## src/rtl/regfile_dumper_pkg.sv

```systemverilog
// Shared types and defaults for the register-file dumper.
// Optional checksum beat is enabled with REGFILE_DUMPER_CHECKSUM_EN.
package regfile_dumper_pkg;

  localparam int DEFAULT_NUM_REGS   = 4;
  localparam int DEFAULT_DATA_WIDTH = 8;
  localparam int DEFAULT_SEL_WIDTH  = $clog2(DEFAULT_NUM_REGS);
  localparam int STATE_WIDTH        = 3;

  typedef enum logic [STATE_WIDTH-1:0] {
    ST_IDLE    = 3'd0,
    ST_CAPTURE = 3'd1,
    ST_STREAM  = 3'd2,
`ifdef REGFILE_DUMPER_CHECKSUM_EN
    ST_CKSUM   = 3'd3,
`endif
    ST_DONE    = 3'd4
  } state_t;

  // Index width that stays legal for a single-register configuration.
  function automatic int sel_width(input int n);
    return (n > 1) ? $clog2(n) : 1;
  endfunction

endpackage

```

## src/rtl/regdump_snapshot.sv

```systemverilog
// Snapshot buffer holding one coherent copy of the register file.
// Provides an XOR reduction of all bytes when REGFILE_DUMPER_CHECKSUM_EN is defined.
module regdump_snapshot
  import regfile_dumper_pkg::*;
#(
  parameter int NUM_REGS   = DEFAULT_NUM_REGS,
  parameter int DATA_WIDTH = DEFAULT_DATA_WIDTH,
  parameter int IDX_W      = sel_width(NUM_REGS)
) (
  input  logic                  clk,
  input  logic                  rst_n,
  input  logic                  we,
  input  logic [IDX_W-1:0]      wr_idx,
  input  logic [DATA_WIDTH-1:0] wr_data,
  input  logic [IDX_W-1:0]      rd_idx,
  output logic [DATA_WIDTH-1:0] rd_data
`ifdef REGFILE_DUMPER_CHECKSUM_EN
  ,
  output logic [DATA_WIDTH-1:0] xor_all
`endif
);

  logic [DATA_WIDTH-1:0] mem [NUM_REGS];

  always_ff @(posedge clk or negedge rst_n) begin
    if (!rst_n) begin
      for (int i = 0; i < NUM_REGS; i++) begin
        mem[i] <= '0;
      end
    end else if (we) begin
      mem[wr_idx] <= wr_data;
    end
  end

  assign rd_data = mem[rd_idx];

`ifdef REGFILE_DUMPER_CHECKSUM_EN
  always_comb begin
    xor_all = '0;
    for (int i = 0; i < NUM_REGS; i++) begin
      xor_all = xor_all ^ mem[i];
    end
  end
`endif

endmodule

```

## src/rtl/regfile_dumper.sv

```systemverilog
// Snapshots the register file through one read port, then streams it out over valid/ready.
// REGFILE_DUMPER_CHECKSUM_EN appends an XOR checksum beat after the register bytes.
module regfile_dumper
  import regfile_dumper_pkg::*;
#(
  parameter int NUM_REGS   = DEFAULT_NUM_REGS,
  parameter int DATA_WIDTH = DEFAULT_DATA_WIDTH,
  localparam int IDX_W     = sel_width(NUM_REGS)
) (
  input  logic                   CLK,
  input  logic                   RESET_N,
  input  logic                   start,
  output logic [IDX_W-1:0]       reg_sel,
  input  logic [DATA_WIDTH-1:0]  reg_data,
  output logic [DATA_WIDTH-1:0]  out_data,
  output logic                   out_valid,
  input  logic                   out_ready,
  output logic                   busy,
  output logic                   done,
  output logic [STATE_WIDTH-1:0] dbg_state
);

  // Handshake: a beat transfers on a rising edge where out_valid && out_ready;
  // out_valid/out_data are registered and hold until that transfer (or reset).

  localparam logic [IDX_W-1:0] LAST_IDX = IDX_W'(NUM_REGS - 1);

  state_t                state, state_n;
  logic [IDX_W-1:0]      index, index_n;
  logic [DATA_WIDTH-1:0] out_data_n;
  logic                  out_valid_n, busy_n, done_n;
  logic                  snap_we;
  logic [IDX_W-1:0]      rd_idx;
  logic [DATA_WIDTH-1:0] rd_data, first_beat;
  logic                  last, hs;
`ifdef REGFILE_DUMPER_CHECKSUM_EN
  logic [DATA_WIDTH-1:0] xor_all;
`endif

  regdump_snapshot #(
    .NUM_REGS   (NUM_REGS),
    .DATA_WIDTH (DATA_WIDTH),
    .IDX_W      (IDX_W)
  ) u_snapshot (
    .clk     (CLK),
    .rst_n   (RESET_N),
    .we      (snap_we),
    .wr_idx  (index),
    .wr_data (reg_data),
    .rd_idx  (rd_idx),
    .rd_data (rd_data)
`ifdef REGFILE_DUMPER_CHECKSUM_EN
    ,
    .xor_all (xor_all)
`endif
  );

  assign reg_sel   = index;
  assign dbg_state = state;
  assign last      = (index == LAST_IDX);
  assign hs        = out_valid && out_ready;

  // With one register the first beat is being captured on the same edge it is presented.
  assign first_beat = (NUM_REGS == 1) ? reg_data : rd_data;

  always_comb begin
    state_n     = state;
    index_n     = index;
    out_data_n  = out_data;
    out_valid_n = out_valid;
    done_n      = 1'b0;
    snap_we     = 1'b0;
    rd_idx      = '0;
    if (state == ST_STREAM && !last) begin
      rd_idx = index + 1'b1;
    end
    case (state)
      ST_IDLE: begin
        if (start) begin
          state_n = ST_CAPTURE;
          index_n = '0;
        end
      end
      ST_CAPTURE: begin
        snap_we = 1'b1;
        if (last) begin
          state_n     = ST_STREAM;
          index_n     = '0;
          out_valid_n = 1'b1;
          out_data_n  = first_beat;
        end else begin
          index_n = index + 1'b1;
        end
      end
      ST_STREAM: begin
        if (hs) begin
          if (last) begin
`ifdef REGFILE_DUMPER_CHECKSUM_EN
            state_n    = ST_CKSUM;
            out_data_n = xor_all;
`else
            state_n     = ST_DONE;
            index_n     = '0;
            out_valid_n = 1'b0;
            done_n      = 1'b1;
`endif
          end else begin
            index_n    = index + 1'b1;
            out_data_n = rd_data;
          end
        end
      end
`ifdef REGFILE_DUMPER_CHECKSUM_EN
      ST_CKSUM: begin
        if (hs) begin
          state_n     = ST_DONE;
          index_n     = '0;
          out_valid_n = 1'b0;
          done_n      = 1'b1;
        end
      end
`endif
      ST_DONE: begin
        state_n = ST_IDLE;
      end
      default: begin
        state_n     = ST_IDLE;
        index_n     = '0;
        out_valid_n = 1'b0;
      end
    endcase
    busy_n = (state_n != ST_IDLE);
  end

  always_ff @(posedge CLK or negedge RESET_N) begin
    if (!RESET_N) begin
      state     <= ST_IDLE;
      index     <= '0;
      out_data  <= '0;
      out_valid <= 1'b0;
      busy      <= 1'b0;
      done      <= 1'b0;
    end else begin
      state     <= state_n;
      index     <= index_n;
      out_data  <= out_data_n;
      out_valid <= out_valid_n;
      busy      <= busy_n;
      done      <= done_n;
    end
  end

endmodule
```

## config.mk

```make
export PLATFORM = sky130hd
export DESIGN_NAME = regfile_dumper
export DESIGN_NICKNAME = d
export VERILOG_FILES = /design/src/rtl/regfile_dumper_pkg.sv /design/src/rtl/regdump_snapshot.sv /design/src/rtl/regfile_dumper.sv
export SDC_FILE = /design/constraint.sdc
export NUM_CORES = 1
export LEC_CHECK = 0
export ABC_AREA = 0
export ABC_CLOCK_PERIOD_IN_PS = 2400
export CAP_MARGIN = 20
export CORE_MARGIN = 3
export CORE_UTILIZATION = 45
export CTS_BUF_LIST = sky130_fd_sc_hd__clkbuf_4 sky130_fd_sc_hd__clkbuf_8 sky130_fd_sc_hd__clkbuf_16
export CTS_CLUSTER_DIAMETER = 100
export DETAILED_ROUTE_END_ITERATION = 6
export PLACE_DENSITY = 0.75
export RECOVER_POWER = 100
export SETUP_SLACK_MARGIN = 0.15
export SLEW_MARGIN = 30
export SYNTH_ARGS = -nofsm -noshare
export SYNTH_HDL_FRONTEND = slang
export SYNTH_SLANG_ARGS = --single-unit
```

## constraint.sdc

```tcl
create_clock -name CLK -period 2.4 [get_ports CLK]
set_input_delay 0.6 -clock CLK [delete_from_list [all_inputs] [get_ports CLK]]
set_output_delay 0.6 -clock CLK [all_outputs]
set_load 0.03 [all_outputs]
```

==> metrics, run 1 <==
Clock Skews=3.80 ps; setup ws final=between 150 and 200 ps; DIE AREA=5880 µm²; n_diodes=0; total power per unit cell area=1320 nW/µm²; post_cts resized=2; most numerous cell in the Yosys netlist=dfrtp_1; top-area cell type share of the netlist area=0.535; Starting DRT DRC Count=85; Overflow after GRT=0; Seq/Total Area, Yosys=0.535; final hold violation count=0; wire length per cell=between 15 and 20 µm; Placer Congestion=just over 0.8; Async SR Flop Fraction=1.00; CP Class=flip-flop to primary output; vias in the first global route=roughly 1600; vias=1451; Cell variety after synth=34; maximum buffer depth of the clock tree=2; Final Routed Wirelength=approximately 4.7 mm; CP startpoint=dbg_state[2]; Remaining DRCs=0; Max Slew Vio Count=0; Die Y=76.7 µm; CTS tree=yes; layout cells sized above 1=0.255; final core occ=0.553; Die W=76.7 µm; largest net degree at the start of global routing=23; setup TNS=0 ps; Post-synth top cells=dfrtp_1 (48), mux2_2 (32), nand2_1 (12); total track usage=0.173; row cnt=25; Vias/cell=5.43; largest family of logic cells by synthesized area=multiplexers; max_slew headroom=0.241; Final Critical Period=2210 ps; Synth Area in XOR/XNOR=0.00390; WP data arrival=1610 ps; IO Port Bufs=27; CP Capture Point=dbg_state[2]; Slowest cell on crit path=dlygate4sd3_1; antenna-violating nets left=0; Ys Warns=0; R2R Setup Slk=280 ps; FF-to-FF path depth=5; crit start category=flip-flop; # setup viols final=0; Leak=1.09 nW; H-tree depth=2; outcome=complete, no violations; core area=4790 µm²; post-placement cell area=around 2600 µm²; synthesized netlist cell count=170; Crit. path cell count=1; top_reg_cell synth=dfrtp_1; CTS buffer count=5; initial antenna violation count=0; Worst Tran Pin Value=1140 ps; Hold Path Class=primary input to async pin; complex-gate fraction of the synthesized area=0.104; Root Driver=clkbuf_8; worst path bufs/invs=1; CTS sink cnt=48; clk_lat worst skew=290 ps; register bit total from synthesis=48; reg2reg start=reg_sel[1]; dpl hpwl=3.30 mm; Synth Area per Inst=13.2 µm²; DR pass1 iterations=4; critical path capture point type=primary output; RSZ-0062 raised after global routing=no; postcts setup bufs=0; Starting Density=0.470; post-route clock period utilization=0.921; first-pass GRT wire length=7.96 mm; Syn-to-layout area delta=17.8%; Max Cap Violations=0; # IOs=28; Post-Synth Simple-Gate Area=0.0935; synth top area cells=dfrtp_1 (53%), mux2_2 (16%), mux2i_1 (4.9%), a22oi_1 (2.7%), ha_1 (2.2%); Net count, final=roughly 220; Net Count, Synth=186; Post-synth EDFFs=0; mux contribution to synthesized area=0.209; required time worst endpoint=roughly 1800 ps; fin area=2650 µm²; Adder-Cell Fraction of Synth Area=0.0223; family with the most delay on the worst path=buffers and inverters; Post-CTS Hold Buffers=0; reg2reg end=out_data[4]; Critical Path Fanout Max=17; fmax=roughly 450 MHz; Max VDD drop=673 µV; area leader, netlist=dfrtp_1; mapped cell area=2250 µm²; Critical Path, Cell by Cell=dlygate4sd3_1; Max stage delay on crit path=slightly below 800 ps; Place WS=288 ps; Worst-path clk slew=80 ps
-- per-layer routing --
layer	share of wire	vias up	GRT usage
li1	-	681	-
met1	0.42	732	0.213
met2	0.52	31	0.288
met3	0.043	7	0.0528
met4	0.016	0	0.0616
met5	0	-	0
-- power by group --
part	total [W]	internal [W]	switching (W)
Clock	0.000447	0.000197	0.000250
Sequential	0.00145	0.00120	0.000252
Combinational	0.00160	0.000763	0.000834
Total	0.00350	0.00216	0.00134
-- per-stage QoR --
stage | instances | total power (W) | hold WS [ps]
floorplan | 170 | 0.00260 | 304
global placement | 260 | 0.00302 | 441
detailed placement | 260 | 0.00314 | 441
CTS | 267 | 0.00359 | 119
global route | 267 | 0.00374 | 189
finish | 267 | 0.00350 | 186
-- kinds of logic after synthesis --
family | after synthesis
flip-flops | 48
multiplexers | 43
AND/OR/NAND/NOR | 34
AO/OA/AOI/OAI | 26
buffers and inverters | 14
adder cells (fa/ha/maj) | 4
XOR/XNOR | 1
-- layout make-up --
type	instances	area [µm²]
clock inverter	2	12.5
timing repair buffer	33	298
tap	67	83.8
clock buffer	5	68.8
multi-input combinational	108	966
inverter	4	15.0
sequential	48	1200
fill	418	2140
-- worst min-delay path by stage --
stage | end | slack, ps | cells after the start | start
6_report | dbg_state[1] | 190 | 1 | RESET_N
5_1_grt | dbg_state[1] | 190 | 1 | RESET_N
2_1_floorplan | busy | 300 | 0 | RESET_N
4_1_cts | dbg_state[1] | 120 | 1 | RESET_N
3_3_place_gp | busy | 440 | 1 | RESET_N
3_5_place_dp | busy | 440 | 1 | RESET_N
-- sequential cells by signal, summed over array words and instances, names as in the netlist --
name and flops:
busy 1, dbg_state 3, out_valid 1, out_data 8, u_snapshot.mem 32, reg_sel 2
done 1
-- layout by cell type, fill, tap and decap left out, types with 2 or more instances in the layout --
| cell type | n |
|---|---|
| o221ai_1 | 6 |
| nand2_1 | 12 |
| nor3b_1 | 2 |
| a211oi_1 | 2 |
| o221ai_2 | 2 |
| dfrtp_1 | 46 |
| a21oi_1 | 4 |
| nor2_1 | 5 |
| nor3_1 | 2 |
| dlygate4sd3_1 | 18 |
| inv_1 | 4 |
| ha_1 | 4 |
| and3_1 | 3 |
| clkbuf_8 | 5 |
| a22oi_1 | 8 |
| clkbuf_1 | 4 |
| mux2_2 | 32 |
| dfrtp_2 | 2 |
| mux2i_1 | 11 |
| buf_4 | 3 |
| clkdlybuf4s50_1 | 8 |
No activity file was read; power rests on OpenSTA's default activity.
==> run 2: changes to the inputs <==
--- a/config.mk
+++ b/config.mk
@@ -13,6 +13,7 @@
 export CTS_BUF_LIST = sky130_fd_sc_hd__clkbuf_4 sky130_fd_sc_hd__clkbuf_8 sky130_fd_sc_hd__clkbuf_16
 export CTS_CLUSTER_DIAMETER = 100
 export DETAILED_ROUTE_END_ITERATION = 6
+export GPL_TIMING_DRIVEN = 0
 export PLACE_DENSITY = 0.75
 export RECOVER_POWER = 100
 export SETUP_SLACK_MARGIN = 0.15
==> metrics, run 2 (same netlist as run 1, synthesis figures left out) <==
clk_lat worst skew=300 ps; Syn-to-layout area delta=23.1%; layout cells sized above 1=0.289; Max Cap Violations=0; WHS Path Cells=2; Hold Path Class=flip-flop to flip-flop; Place WS=107 ps; Crit. path cell count=1; DIE AREA=5880 µm²; Overflow after GRT=0; maximum buffer depth of the clock tree=2; Worst Tran Pin Value=between 1000 and 1500 ps; Multi-input gate area=972 µm²; final hold violation count=0; row cnt=25; wire length per cell=15.7 µm; Critical Path Fanout Max=8; Fill cells=405; dpl hpwl=about 2.8 mm; CTS tree=yes; largest net degree at the start of global routing=49; final core occ=0.578; Placer Congestion=about 0.8; crit start category=flip-flop; total power per unit cell area=1340 nW/µm²; RSZ-0062 raised after global routing=no; register area=1200 µm²; Clock Skews=6.40 ps; Vias/cell=5.29; Root Driver=clkbuf_8; vias=1472; core area=4790 µm²; Leak=~1.2 nW; Final Critical Period=2160 ps; required time worst endpoint=1800 ps; outcome=complete, no violations; Starting DRT DRC Count=66; DR pass1 iterations=4; H-tree depth=2; initial antenna violation count=0; max_slew headroom=0.224; setup ws final=244 ps; Die W=76.7 µm; Post-CTS Hold Buffers=0; most frequent cells in the layout=dfrtp_1 (47), mux2_2 (32), dlygate4sd3_1 (17); Starting Density=0.470; first-pass GRT wire length=7.23 mm; family with the most delay on the worst path=buffers and inverters; # IOs=28; CP Class=flip-flop to primary output; Worst-path clk slew=roughly 90 ps; critical path capture point type=primary output; Largest Register=u_snapshot.mem; Die Y=76.7 µm; antenna-violating nets left=0; Slowest cell on crit path=dlygate4sd3_1; post-route clock period utilization=0.898; Remaining DRCs=0; n_diodes=0; CTS buffer count=5; Critical Path, Cell by Cell=dlygate4sd3_1; worst path bufs/invs=1; Final Routed Wirelength=4.38 mm; Max Slew Vio Count=0; max FFs per register=32; WP data arrival=about 1600 ps; vias in the first global route=around 1400; most common cell after layout, fill and taps aside=dfrtp_1; fmax=464 MHz; FF-to-FF path depth=6; Max VDD drop=618 µV; IO Port Bufs=27; # setup viols final=0; CTS sink cnt=48; total track usage=0.156; Max stage delay on crit path=~800 ps; Net count, final=226
[run 2: final timing paths]
kind	from	endpoint	slack, ps
worst max-delay path	dbg_state[2]	dbg_state[2]	240
worst min-delay path	out_data[1]	out_data[1]	500
worst max register to register	reg_sel[0]	out_data[3]	260
worst min register to register	out_data[1]	out_data[1]	500
max in group asynchronous	RESET_N	reg_sel[0]	1120
min in group asynchronous	RESET_N	reg_sel[0]	510
[run 2: what timing repair did]
item / CTS / global route
pin swaps: 1 / 1
buffers inserted: 4 / 2
resized for setup: 2 / 1
endpoints found under the setup margin: 9 / 6
[run 2: metal layers]
metal  part of all wire  global-route usage  wire [µm]
met5                  0                   0          0
met4             0.0080              0.0489         35
met3              0.027              0.0329        118
met2               0.47               0.246       2050
met1               0.50               0.217       2180
[run 2: where the power goes]
part / leakage (nW) / internal [W] / switching [W] / total, W
logic: 0.518 / 0.000809 / 0.000834 / 0.00164
registers: 0.578 / 0.00120 / 0.000219 / 0.00142
clock network: 0.0645 / 0.000368 / 0.000269 / 0.000636
total: 1.16 / 0.00238 / 0.00132 / 0.00370
[run 2: stage by stage]
step	cells	total power, W	hold slack, ps	instance area, µm²	setup TNS [ps]
after floorplan	170	0.00260	304	2250	0
after global placement	264	0.00304	485	2600	-30530
after detailed placement	264	0.00308	476	2600	0
after CTS	276	0.00375	312	2760	0
after global routing	278	0.00393	516	2770	0
final	278	0.00370	496	2770	0
[run 2: area by class of cell]
class,instances,area share
multi-input combinational,108,0.351
tap,67,0.0303
clock buffer,7,0.0348
timing repair buffer,33,0.112
buffer,10,0.0204
sequential,48,0.435
inverter,4,0.00543
clock inverter,1,0.0109
==> run 3: changes to the inputs <==
--- a/config.mk
+++ b/config.mk
@@ -8,7 +8,8 @@
 export ABC_AREA = 0
 export ABC_CLOCK_PERIOD_IN_PS = 2400
 export CAP_MARGIN = 20
-export CORE_MARGIN = 3
+export CORE_ASPECT_RATIO = 1.1
+export CORE_MARGIN = 2
 export CORE_UTILIZATION = 45
 export CTS_BUF_LIST = sky130_fd_sc_hd__clkbuf_4 sky130_fd_sc_hd__clkbuf_8 sky130_fd_sc_hd__clkbuf_16
 export CTS_CLUSTER_DIAMETER = 100
@@ -17,6 +18,7 @@
 export PLACE_DENSITY = 0.75
 export RECOVER_POWER = 100
 export SETUP_SLACK_MARGIN = 0.15
+export SKIP_CTS_REPAIR_TIMING = 1
 export SLEW_MARGIN = 30
 export SYNTH_ARGS = -nofsm -noshare
 export SYNTH_HDL_FRONTEND = slang
==> metrics, run 3 (same netlist as run 1, synthesis figures left out) <==
maximum buffer depth of the clock tree=2; Top Metal Used=met4; layout cells sized above 1=0.294; switching share of power=0.359; DIE AREA=between 5000 and 6000 µm²; antenna-violating nets left=0; Final Routed Wirelength=4.49 mm; P_int=around 0.0023 W; dpl hpwl=slightly below 3 mm; vias in the first global route=about 1400; Starting Density=0.476; Hold Path Class=flip-flop to flip-flop; row cnt=26; Placer Congestion=0.803; RSZ-0062 raised after global routing=no; WHS Path Cells=2; switching pwr=0.00131 W; total power per unit cell area=1330 nW/µm²; clk_lat worst skew=290 ps; n_diodes=0; largest net degree at the start of global routing=49; Worst Tran Pin Value=~1200 ps; Starting DRT DRC Count=between 60 and 70; FF-to-FF path depth=6; Clock Skews=6.92 ps; Vias/cell=~5.5; setup ws final=209 ps; Max stage delay on crit path=slightly below 800 ps; met2 WL=around 2.3 mm; CTS tree=yes; most common cell after layout, fill and taps aside=dfrtp_1; critical path capture point type=primary output; crit start category=flip-flop; outcome=complete, no violations; Net count, final=approximately 230; initial antenna violation count=0; Multi-input gate area=between 900 and 1000 µm²; DR pass1 iterations=4; # setup viols final=0; sequential share of power=0.389; Leak=1.15 nW; CP Class=flip-flop to primary output; register area=about 1200 µm²; final core occ=0.582; most frequent cells in the layout=dfrtp_1 (47), mux2_2 (32), dlygate4sd3_1 (17); Root Driver=clkbuf_8; IO Port Bufs=27; Worst-path clk slew=approximately 90 ps; Critical Path, Cell by Cell=dlygate4sd3_1; Fill cells=388; worst path bufs/invs=1; max FFs per register=32; WL met3=147 µm; max_slew headroom=0.223; Critical Path Fanout Max=8; first-pass GRT wire length=between 7 and 8 mm; Comb power frac=0.453; core area=4720 µm²; total track usage=0.170; # IOs=28; Final Critical Period=2190 ps; Max VDD drop=597 µV; H-tree depth=2; vias=roughly 1500; Syn-to-layout area delta=22.2%; Overflow after GRT=0; WP data arrival=~1600 ps; wire length on met1=2.08 mm; Max Slew Vio Count=0; Largest Register=u_snapshot.mem; Clock power frac=0.158; Die W=about 70 µm; Max Cap Violations=0; family with the most delay on the worst path=buffers and inverters; CTS sink cnt=48; wire length per cell=16.8 µm; Die Y=78.1 µm; CTS buffer count=5; fmax=456 MHz; required time worst endpoint=1800 ps; Remaining DRCs=0; Crit. path cell count=1; Place WS=31.1 ps; final hold violation count=0; post-route clock period utilization=0.913; Slowest cell on crit path=dlygate4sd3_1; setup TNS=0 ps
-- run 3: cell types whose count changed in the layout (fill, tap and decap cells not counted), sizes merged --
cell,previous run,this run
clkbuf,14,13
clkinv,0,1
-- run 3: final timing paths --
check	from	end	slack, ps
max	dbg_state[2]	dbg_state[2]	210
max reg2reg	reg_sel[1]	out_data[4]	240
min in group asynchronous	RESET_N	reg_sel[0]	530
min	out_data[4]	out_data[4]	490
max in group asynchronous	RESET_N	reg_sel[0]	1100
min reg2reg	out_data[4]	out_data[4]	490
-- run 3: routing by layer --
metal | vias up | track usage
met2 | 24 | 0.269
met3 | 2 | 0.0424
met1 | 737 | 0.238
met4 | 0 | 0.0340
met5 | - | 0
li1 | 700 | -
-- run 3: cell type report --
class,count,area share
flip-flops and latches,48,0.438
clock buffers,6,0.0278
plain buffers,10,0.0196
inverters,4,0.00547
multi-input cells,108,0.353
well taps,56,0.0255
clock inverters,2,0.0128
repair buffers,33,0.118
-- run 3: through the flow --
stage          hold slack (ps)  cells  cell area, µm²  power, W
2_1_floorplan              304    170            2250   0.00260
3_3_place_gp               482    253            2590   0.00304
3_5_place_dp               481    253            2580   0.00309
4_1_cts                    325    261            2700   0.00367
5_1_grt                    521    267            2750   0.00390
6_report                   491    267            2750   0.00364
-- run 3: power by group through the flow --
stage / Sequential, W / Combinational (W) / Clock, W
after floorplan: 0.00161 / 0.000996 / 0
after global placement: 0.00144 / 0.00160 / 0
after detailed placement: 0.00146 / 0.00163 / 0
after CTS: 0.00144 / 0.00164 / 0.000593
after global routing: 0.00146 / 0.00180 / 0.000633
final: 0.00141 / 0.00165 / 0.000577
